<file path="config.mk">
export PLATFORM = sky130hd
export DESIGN_NAME = micro_sequencer_flat
export DESIGN_NICKNAME = d
export VERILOG_FILES = /design/src/rtl/uSEQ_pkg.sv /design/src/rtl/micro_sequencer_if.sv /design/src/rtl/useq_next_addr.sv /design/src/rtl/micro_sequencer.sv /design/src/flat_wrapper.sv
export SDC_FILE = /design/constraint.sdc
export NUM_CORES = 1
export LEC_CHECK = 0
export ABC_AREA = 0
export CAP_MARGIN = 10
export CORE_MARGIN = 4
export CORE_UTILIZATION = 38
export CTS_BUF_LIST = sky130_fd_sc_hd__clkbuf_16
export CTS_CLUSTER_DIAMETER = 40
export DETAILED_ROUTE_END_ITERATION = 7
export GPL_TIMING_DRIVEN = 0
export HOLD_SLACK_MARGIN = 0.02
export PLACE_DENSITY_LB_ADDON = 0.12
export SETUP_SLACK_MARGIN = 0.2
export SLEW_MARGIN = 5
export SYNTH_ARGS = -nofsm -noshare
export SYNTH_HDL_FRONTEND = slang
export SYNTH_SLANG_ARGS = --single-unit
export TNS_END_PERCENT = 5
</file>
<file path="constraint.sdc">
create_clock -name CLOCK_50 -period 3.4 [get_ports CLOCK_50]
set_input_delay 0.68 -clock CLOCK_50 [delete_from_list [all_inputs] [get_ports CLOCK_50]]
set_output_delay 0.68 -clock CLOCK_50 [all_outputs]
set_load 0.005 [all_outputs]
</file>
<file path="src/rtl/uSEQ_pkg.sv">
// uSEQ_pkg: shared widths, microword field map, COND encodings and FSM states for the micro-sequencer
package uSEQ_pkg;
  localparam int DATA_BUS_ADDR = 11;
  localparam int DATA_BUS_WORD = 41;
  localparam int CNT_W = 8;
  localparam int F_A_HI = 40;
  localparam int F_A_LO = 35;
  localparam int F_AMUX = 34;
  localparam int F_B_HI = 33;
  localparam int F_B_LO = 28;
  localparam int F_BMUX = 27;
  localparam int F_C_HI = 26;
  localparam int F_C_LO = 21;
  localparam int F_CMUX = 20;
  localparam int F_RD = 19;
  localparam int F_WR = 18;
  localparam int F_ALU_HI = 17;
  localparam int F_ALU_LO = 14;
  localparam int F_COND_HI = 13;
  localparam int F_COND_LO = 11;
  localparam int F_JADDR_HI = 10;
  localparam int F_JADDR_LO = 0;
  localparam logic DEC_LEAD = 1'b1;
  localparam logic [1:0] DEC_TAIL = 2'b00;
  typedef enum logic [2:0] {
    COND_NONE = 3'b000,
    COND_N = 3'b001,
    COND_Z = 3'b010,
    COND_V = 3'b011,
    COND_C = 3'b100,
    COND_IR13 = 3'b101,
    COND_JUMP = 3'b110,
    COND_DECODE = 3'b111
  } cond_e;
  typedef enum logic [1:0] {
    RESET_S = 2'd0,
    RUN = 2'd1,
    WAIT_MEM = 2'd2
  } state_e;
endpackage

</file>
<file path="src/rtl/micro_sequencer_if.sv">
// micro_sequencer_if: ROM bus, datapath control fields and memory handshake of the sequencer
interface micro_sequencer_if;
  import uSEQ_pkg::*;
  logic [DATA_BUS_ADDR-1:0] uSEQ_uADDR_Out;
  logic [DATA_BUS_WORD-1:0] uSEQ_uWORD_In;
  logic [31:0] uSEQ_IR_In;
  logic [3:0] uSEQ_PSR_In;
  logic uSEQ_MEM_READY_In;
  logic [5:0] uSEQ_A_Out;
  logic [5:0] uSEQ_B_Out;
  logic [5:0] uSEQ_C_Out;
  logic uSEQ_AMUX_Out;
  logic uSEQ_BMUX_Out;
  logic uSEQ_CMUX_Out;
  logic uSEQ_RD_Out;
  logic uSEQ_WR_Out;
  logic [3:0] uSEQ_ALU_Out;
  logic uSEQ_COMMIT_Out;
  logic uSEQ_BUSERR_Out;
  modport master (
    input uSEQ_uWORD_In, uSEQ_IR_In, uSEQ_PSR_In, uSEQ_MEM_READY_In,
    output uSEQ_uADDR_Out, uSEQ_A_Out, uSEQ_B_Out, uSEQ_C_Out, uSEQ_AMUX_Out, uSEQ_BMUX_Out,
    uSEQ_CMUX_Out, uSEQ_RD_Out, uSEQ_WR_Out, uSEQ_ALU_Out, uSEQ_COMMIT_Out, uSEQ_BUSERR_Out
  );
  modport slave (
    output uSEQ_uWORD_In, uSEQ_IR_In, uSEQ_PSR_In, uSEQ_MEM_READY_In,
    input uSEQ_uADDR_Out, uSEQ_A_Out, uSEQ_B_Out, uSEQ_C_Out, uSEQ_AMUX_Out, uSEQ_BMUX_Out,
    uSEQ_CMUX_Out, uSEQ_RD_Out, uSEQ_WR_Out, uSEQ_ALU_Out, uSEQ_COMMIT_Out, uSEQ_BUSERR_Out
  );
endinterface

</file>
<file path="src/rtl/useq_next_addr.sv">
// useq_next_addr: combinational next-microaddress select from COND, PSR flags, IR and JADDR
module useq_next_addr
  import uSEQ_pkg::*;
(
  input  cond_e                    i_cond,
  input  logic [3:0]               i_flags,
  input  logic                     i_ir13,
  input  logic [7:0]               i_op,
  input  logic [DATA_BUS_ADDR-1:0] i_jaddr,
  input  logic [DATA_BUS_ADDR-1:0] i_upc,
  output logic [DATA_BUS_ADDR-1:0] o_addr
);
  logic [DATA_BUS_ADDR-1:0] w_inc;
  logic w_take;
  assign w_inc = i_upc + 11'd1;
  assign w_take = (i_cond == COND_N && i_flags[3]) || (i_cond == COND_Z && i_flags[2]) ||
                  (i_cond == COND_V && i_flags[1]) || (i_cond == COND_C && i_flags[0]) ||
                  (i_cond == COND_IR13 && i_ir13) || i_cond == COND_JUMP;
  // i_op is {IR[31:30], IR[24:19]}: op and op3 pick a 4-slot block in the upper ROM half
  assign o_addr = i_cond == COND_DECODE ? {DEC_LEAD, i_op, DEC_TAIL} : w_take ? i_jaddr : w_inc;
endmodule

</file>
<file path="src/rtl/micro_sequencer.sv">
// micro_sequencer: micro-PC, run/stall FSM with memory timeout trap, and microword field decode
module micro_sequencer
  import uSEQ_pkg::*;
#(
  parameter int MEM_TIMEOUT = 15,
  parameter logic [DATA_BUS_ADDR-1:0] TRAP_ADDR = 11'd2046
) (
  input logic CLOCK_50,
  input logic RESET_InLow,
  micro_sequencer_if.master bus
);
  localparam logic [CNT_W-1:0] L_LAST = CNT_W'(MEM_TIMEOUT - 1);
  state_e r_state, w_state_nxt;
  logic [DATA_BUS_ADDR-1:0] r_upc, w_upc_nxt, w_next;
  logic [CNT_W-1:0] r_cnt, w_cnt_nxt;
  logic r_buserr, w_buserr_nxt, w_commit, w_mem, w_rdy;
  logic [DATA_BUS_WORD-1:0] w_word;
  cond_e w_cond;
  assign w_word = bus.uSEQ_uWORD_In;
  assign w_cond = cond_e'(w_word[F_COND_HI:F_COND_LO]);
  assign w_mem = w_word[F_RD] | w_word[F_WR];
  assign w_rdy = bus.uSEQ_MEM_READY_In;
  useq_next_addr u_next (
    .i_cond (w_cond),
    .i_flags(bus.uSEQ_PSR_In),
    .i_ir13 (bus.uSEQ_IR_In[13]),
    .i_op   ({bus.uSEQ_IR_In[31:30], bus.uSEQ_IR_In[24:19]}),
    .i_jaddr(w_word[F_JADDR_HI:F_JADDR_LO]),
    .i_upc  (r_upc),
    .o_addr (w_next)
  );
  always_ff @(posedge CLOCK_50 or negedge RESET_InLow) begin
    if (!RESET_InLow) begin
      r_state <= RESET_S;
      r_upc <= '0;
      r_cnt <= '0;
      r_buserr <= 1'b0;
    end else begin
      r_state <= w_state_nxt;
      r_upc <= w_upc_nxt;
      r_cnt <= w_cnt_nxt;
      r_buserr <= w_buserr_nxt;
    end
  end
  always_comb begin
    w_state_nxt = r_state;
    w_upc_nxt = r_upc;
    w_cnt_nxt = r_cnt;
    w_buserr_nxt = r_buserr;
    w_commit = 1'b0;
    case (r_state)
      RESET_S: w_state_nxt = RUN;
      RUN: begin
        if (!w_mem || w_rdy) begin
          w_commit = 1'b1;
          w_upc_nxt = w_next;
        end else begin
          w_cnt_nxt = '0;
          w_state_nxt = WAIT_MEM;
        end
      end
      WAIT_MEM: begin
        if (w_rdy) begin
          w_commit = 1'b1;
          w_upc_nxt = w_next;
          w_state_nxt = RUN;
        end else if (r_cnt == L_LAST) begin
          w_upc_nxt = TRAP_ADDR;
          w_buserr_nxt = 1'b1;
          w_state_nxt = RUN;
        end else begin
          w_cnt_nxt = r_cnt + 1'b1;
        end
      end
      default: w_state_nxt = RESET_S;
    endcase
  end
  assign bus.uSEQ_uADDR_Out = r_upc;
  assign bus.uSEQ_COMMIT_Out = w_commit;
  assign bus.uSEQ_BUSERR_Out = r_buserr;
  assign bus.uSEQ_A_Out = w_word[F_A_HI:F_A_LO];
  assign bus.uSEQ_B_Out = w_word[F_B_HI:F_B_LO];
  assign bus.uSEQ_C_Out = w_word[F_C_HI:F_C_LO];
  assign bus.uSEQ_AMUX_Out = w_word[F_AMUX];
  assign bus.uSEQ_BMUX_Out = w_word[F_BMUX];
  assign bus.uSEQ_CMUX_Out = w_word[F_CMUX];
  assign bus.uSEQ_ALU_Out = w_word[F_ALU_HI:F_ALU_LO];
  // strobes are gated by state so an asynchronous reset drops them at once
  assign bus.uSEQ_RD_Out = r_state != RESET_S && w_word[F_RD];
  assign bus.uSEQ_WR_Out = r_state != RESET_S && w_word[F_WR];
endmodule

</file>
<file path="src/flat_wrapper.sv">
// flat-port wrapper written by rule: the top's interface ports become plain ports
module micro_sequencer_flat import uSEQ_pkg::*;
#(
  parameter int MEM_TIMEOUT = 15,
  parameter logic [DATA_BUS_ADDR-1:0] TRAP_ADDR = 11'd2046
)
  (CLOCK_50, RESET_InLow, bus_uSEQ_uWORD_In, bus_uSEQ_IR_In, bus_uSEQ_PSR_In, bus_uSEQ_MEM_READY_In, bus_uSEQ_uADDR_Out, bus_uSEQ_A_Out, bus_uSEQ_B_Out, bus_uSEQ_C_Out, bus_uSEQ_AMUX_Out, bus_uSEQ_BMUX_Out, bus_uSEQ_CMUX_Out, bus_uSEQ_RD_Out, bus_uSEQ_WR_Out, bus_uSEQ_ALU_Out, bus_uSEQ_COMMIT_Out, bus_uSEQ_BUSERR_Out);
  micro_sequencer_if bus_i ();
  input logic CLOCK_50;
  input logic RESET_InLow;
  input wire logic [$bits(bus_i.uSEQ_uWORD_In)-1:0] bus_uSEQ_uWORD_In;
  input wire logic [$bits(bus_i.uSEQ_IR_In)-1:0] bus_uSEQ_IR_In;
  input wire logic [$bits(bus_i.uSEQ_PSR_In)-1:0] bus_uSEQ_PSR_In;
  input wire logic [$bits(bus_i.uSEQ_MEM_READY_In)-1:0] bus_uSEQ_MEM_READY_In;
  output wire logic [$bits(bus_i.uSEQ_uADDR_Out)-1:0] bus_uSEQ_uADDR_Out;
  output wire logic [$bits(bus_i.uSEQ_A_Out)-1:0] bus_uSEQ_A_Out;
  output wire logic [$bits(bus_i.uSEQ_B_Out)-1:0] bus_uSEQ_B_Out;
  output wire logic [$bits(bus_i.uSEQ_C_Out)-1:0] bus_uSEQ_C_Out;
  output wire logic [$bits(bus_i.uSEQ_AMUX_Out)-1:0] bus_uSEQ_AMUX_Out;
  output wire logic [$bits(bus_i.uSEQ_BMUX_Out)-1:0] bus_uSEQ_BMUX_Out;
  output wire logic [$bits(bus_i.uSEQ_CMUX_Out)-1:0] bus_uSEQ_CMUX_Out;
  output wire logic [$bits(bus_i.uSEQ_RD_Out)-1:0] bus_uSEQ_RD_Out;
  output wire logic [$bits(bus_i.uSEQ_WR_Out)-1:0] bus_uSEQ_WR_Out;
  output wire logic [$bits(bus_i.uSEQ_ALU_Out)-1:0] bus_uSEQ_ALU_Out;
  output wire logic [$bits(bus_i.uSEQ_COMMIT_Out)-1:0] bus_uSEQ_COMMIT_Out;
  output wire logic [$bits(bus_i.uSEQ_BUSERR_Out)-1:0] bus_uSEQ_BUSERR_Out;
  assign bus_i.uSEQ_uWORD_In = bus_uSEQ_uWORD_In;
  assign bus_i.uSEQ_IR_In = bus_uSEQ_IR_In;
  assign bus_i.uSEQ_PSR_In = bus_uSEQ_PSR_In;
  assign bus_i.uSEQ_MEM_READY_In = bus_uSEQ_MEM_READY_In;
  assign bus_uSEQ_uADDR_Out = bus_i.uSEQ_uADDR_Out;
  assign bus_uSEQ_A_Out = bus_i.uSEQ_A_Out;
  assign bus_uSEQ_B_Out = bus_i.uSEQ_B_Out;
  assign bus_uSEQ_C_Out = bus_i.uSEQ_C_Out;
  assign bus_uSEQ_AMUX_Out = bus_i.uSEQ_AMUX_Out;
  assign bus_uSEQ_BMUX_Out = bus_i.uSEQ_BMUX_Out;
  assign bus_uSEQ_CMUX_Out = bus_i.uSEQ_CMUX_Out;
  assign bus_uSEQ_RD_Out = bus_i.uSEQ_RD_Out;
  assign bus_uSEQ_WR_Out = bus_i.uSEQ_WR_Out;
  assign bus_uSEQ_ALU_Out = bus_i.uSEQ_ALU_Out;
  assign bus_uSEQ_COMMIT_Out = bus_i.uSEQ_COMMIT_Out;
  assign bus_uSEQ_BUSERR_Out = bus_i.uSEQ_BUSERR_Out;
  micro_sequencer #(.MEM_TIMEOUT(MEM_TIMEOUT), .TRAP_ADDR(TRAP_ADDR)) u_core (.CLOCK_50(CLOCK_50), .RESET_InLow(RESET_InLow), .bus(bus_i));
endmodule
</file>
==> impl_metrics.py <==
metrics = {
    "setup_path": {
        "ordered_cell_list_for_the_critical_path": "clkdlybuf4s50_1, nor2_1, nand2_1, a21boi_0, clkdlybuf4s50_1",
        "critPathSlowestCell": "clkdlybuf4s50_1",
        "crit_path_end_kind": "primary output",
        "cp_slowest_stage_delay_ns": 0.54,
        "critical_path.max_fanout": 5,
        "timing.rr.end": "u_core.r_cnt[3]",
        "critical_path_rt_ns": 2.72,
        "arrival_ns": 2.16,
        "reg2regPathDepth": 9,
        "critPathMostFrequentCell": "clkdlybuf4s50_1",
        "startpoint_type": "primary input",
        "r2r_start": "u_core.r_state[0]",
        "crit_path_kind": "in -> out",
        "setup.reg_to_reg.worst_slack_ns": 1.20,
    },
    "clocking": {
        "cts-root-to-sink-buffers": 2,
        "tritoncts_clock_tree": "yes",
        "post_cts.repair.setup_buffers": 0,
        "post_cts_resize_count": 0,
        "holdBufCountCts": 0,
        "clock_pin_slew_on_the_worst_setup_and_hold_paths_ns": 0.06,
        "cts-buffers-inserted": 3,
        "clock_tree.root_cell": "clkbuf_16",
        "numClockSinks": 22,
        "clk_latency_ns": 0.26,
        "htree_num_levels": 1,
    },
    "yosys": {
        "synth_area_leaders": "dfrtp_1, buf_4, ha_1",
        "ys_seq_elements": 22,
        "share_of_async_settable_or_async_resettable_flops_after_synthesis_pct": 100,
        "synth_edf_count": 0,
        "yosys_warnings": 0,
        "synth_cell_types": 44,
        "synth_fp_nets": 297,
        "synth_sequential_area_ratio_pct": 30.9,
        "post-synth-top-area-cell": "dfrtp_1",
        "cell_area_after_technology_mapping_sq_um": 1780,
        "yosysTopAreaCellShare_pct": 30.9,
        "synthCells": 209,
        "postSynthAreaPerCell_sq_um": 8.54,
        "dominantRegCellSynth": "dfrtp_1",
    },
    "worst_hold_path": {
        "min_path_cells": 1,
        "worst_hold_startpoint": "u_core.bus.uSEQ_BUSERR_Out",
        "whs_endpoint": "u_core.bus.uSEQ_BUSERR_Out",
        "timing.hold.worst.class": "reg -> reg",
    },
    "floorplan": {
        "die_span_y_microns": 76.5,
        "design.die.area_sq_um": 5860,
        "chipWidth_microns": 76.5,
        "start_util_pct": 40.1,
        "top_level_ports": 120,
        "row_count": 24,
        "core_region_area_sq_um": 4440,
    },
    "layout": {
        "final_core_util_pct": 60.0,
        "post_layout_nonfiller_instances": 336,
        "syn_to_final_growth_pct": 49.4,
        "layout-drive-gt1-share_pct": 14.4,
        "nFillCells": 412,
        "stdcell_area_sq_um": 2670,
        "nets": 373,
        "diodes": 0,
    },
    "sta": {
        "worst-slew-pin-transition_ns": 1.04,
        "period_needed_ns": 2.84,
        "fmaxAchievable_mhz": 353,
        "finalSetupViolCount": 0,
        "maxSlewViolCount": 0,
        "setup_tns_ns": 0,
        "final_ws_setup_ns": 0.564,
        "finalCritPeriodShare_pct": 83.4,
        "final.hold.worst_slack_ns": 0.469,
        "final-hold-violation-count": 0,
        "grt_setup_unrepaired": "false",
        "final.setup_skew_ns": 0.00328,
        "timing.max_slew.rel_slack_pct": 30.3,
    },
    "drt": {
        "drt_first_iter_violations": 104,
        "post-route-drc-count": 0,
        "post_drt_wl_per_cell_microns": 14.5,
        "drt_pass1_iterations": 4,
        "avgViaCountPerCell": 5.34,
        "wirelength_microns": 4870,
        "vias": 1793,
        "antenna_left": 0,
    },
    "status": {
        "run_status": "complete, no violations",
    },
    "placement": {
        "place_area_sq_um": 2560,
        "preCtsSetupSlack_ns": 0.567,
        "place.detailed.hpwl_microns": 3800,
        "placedCellCount": 332,
        "io_buffers": 71,
        "gp_congestion": 0.825,
    },
    "global_route": {
        "initial_antenna_violation_count": 0,
        "grt_pass1_vias": 1627,
        "maximum_number_of_pins_on_one_net_before_global_route_repair": 23,
        "grt_first_pass_wirelength_microns": 7940,
        "track_usage_pct": 16.1,
        "grt_remaining_overflow": 0,
    },
    "pwr": {
        "power_mw": 1.69,
        "cellLeakagePower_nw": 1.16,
        "total_power_per_unit_cell_area_nw_per_um2": 634,
        "ir_worst_vdd_mv": 0.345,
    },
    "job": {
        "max_cap_viol_count": 0,
    },
}
cells in the final DEF, fill, tap and decap left out, types with 3 or more instances in the layout:
cell,count
a21oi_1,8
a21o_1,4
clkbuf_16,3
o32ai_1,3
mux2i_1,5
nor2_1,19
nand4_1,3
o21ai_0,8
dfrtp_1,22
ha_1,8
o22ai_1,5
nor3_1,4
a31oi_1,3
a22o_1,4
nand2b_1,3
clkdlybuf4s50_1,71
xnor2_1,4
nand3_1,12
buf_4,26
nand2_1,20
and3_1,3
inv_1,9
a211oi_1,4
layout make-up:
type / count / area (sq um) / share of cell area (%)
clock buffers: 3 / 75.1 / 2.82
clock inverters: 1 / 30.0 / 1.13
plain buffers: 32 / 235 / 8.83
inverters: 9 / 33.8 / 1.27
repair buffers: 71 / 711 / 26.7
flip-flops and latches: 22 / 551 / 20.7
well taps: 52 / 65.1 / 2.44
multi-input cells: 146 / 965 / 36.2
where the power goes:
part / switching [mW] / internal, mW
Sequential: 0.113 / 0.343
Clock: 0.103 / 0.234
Combinational: 0.424 / 0.472
Total: 0.640 / 1.05
worst max-delay path by stage:
| stage | slack (ns) | to | from |
|---|---|---|---|
| global route | 0.44 | bus_uSEQ_COMMIT_Out | bus_uSEQ_uWORD_In[18] |
| CTS | 0.55 | bus_uSEQ_COMMIT_Out | bus_uSEQ_uWORD_In[18] |
| global placement | 0.54 | bus_uSEQ_COMMIT_Out | bus_uSEQ_uWORD_In[18] |
| finish | 0.56 | bus_uSEQ_COMMIT_Out | bus_uSEQ_uWORD_In[18] |
| floorplan | 1.39 | u_core.r_cnt[3] | u_core.r_state[0] |
| detailed placement | 0.57 | bus_uSEQ_COMMIT_Out | bus_uSEQ_uWORD_In[18] |
registers in the layout, indices dropped and copies added (netlist names):
| signal | cells |
|---|---|
| u_core.r_state | 2 |
| u_core.bus.uSEQ_uADDR_Out | 11 |
| u_core.r_cnt | 8 |
| u_core.bus.uSEQ_BUSERR_Out | 1 |
cells in the mapped netlist, drive strengths merged, types with 2 or more instances:
cell type and n:
a211oi 4, a21o 4, a21oi 8, a22o 4, a31o 2, a31oi 3, and3 3, buf 30
clkbuf 2, dfrtp 22, ha 8, inv 9, mux2i 5, nand2 20, nand2b 3, nand3 12
nand3b 2, nand4 3, nor2 19, nor2b 2, nor3 4, o21ai 9, o221a 2, o22a 2
o22ai 5, o32ai 3, or4 2, xnor2 4
kinds of logic (layout without fill, tap and decap cells):
group | Yosys count | in the layout | synth area share, %
AOI/OAI and AO/OA | 54 | 54 | 22.9
xor gates and xnor gates | 5 | 5 | 2.45
adders and majority gates | 8 | 8 | 5.61
DFF | 22 | 22 | 30.9
muxes | 6 | 6 | 3.44
buffers and inverters | 41 | 116 | 15.1
and+or+nand+nor | 73 | 73 | 19.6
worst max-delay path, delay by kind of cell:
family,cells,cell delay (ns)
buffers and inverters,2,1.06
AOI/OAI and AO/OA,1,0.18
and+or+nand+nor,2,0.23
layer usage:
metal / vias up / track usage [%] / part of all wire (%)
met2: 101 / 25.0 / 43
met1: 803 / 22.2 / 47
met4: 0 / 4.35 / 0.94
li1: 884 / - / -
met3: 5 / 4.02 / 9.2
met5: - / 0 / 0
Note: power is estimated with default switching activity, not from simulation.
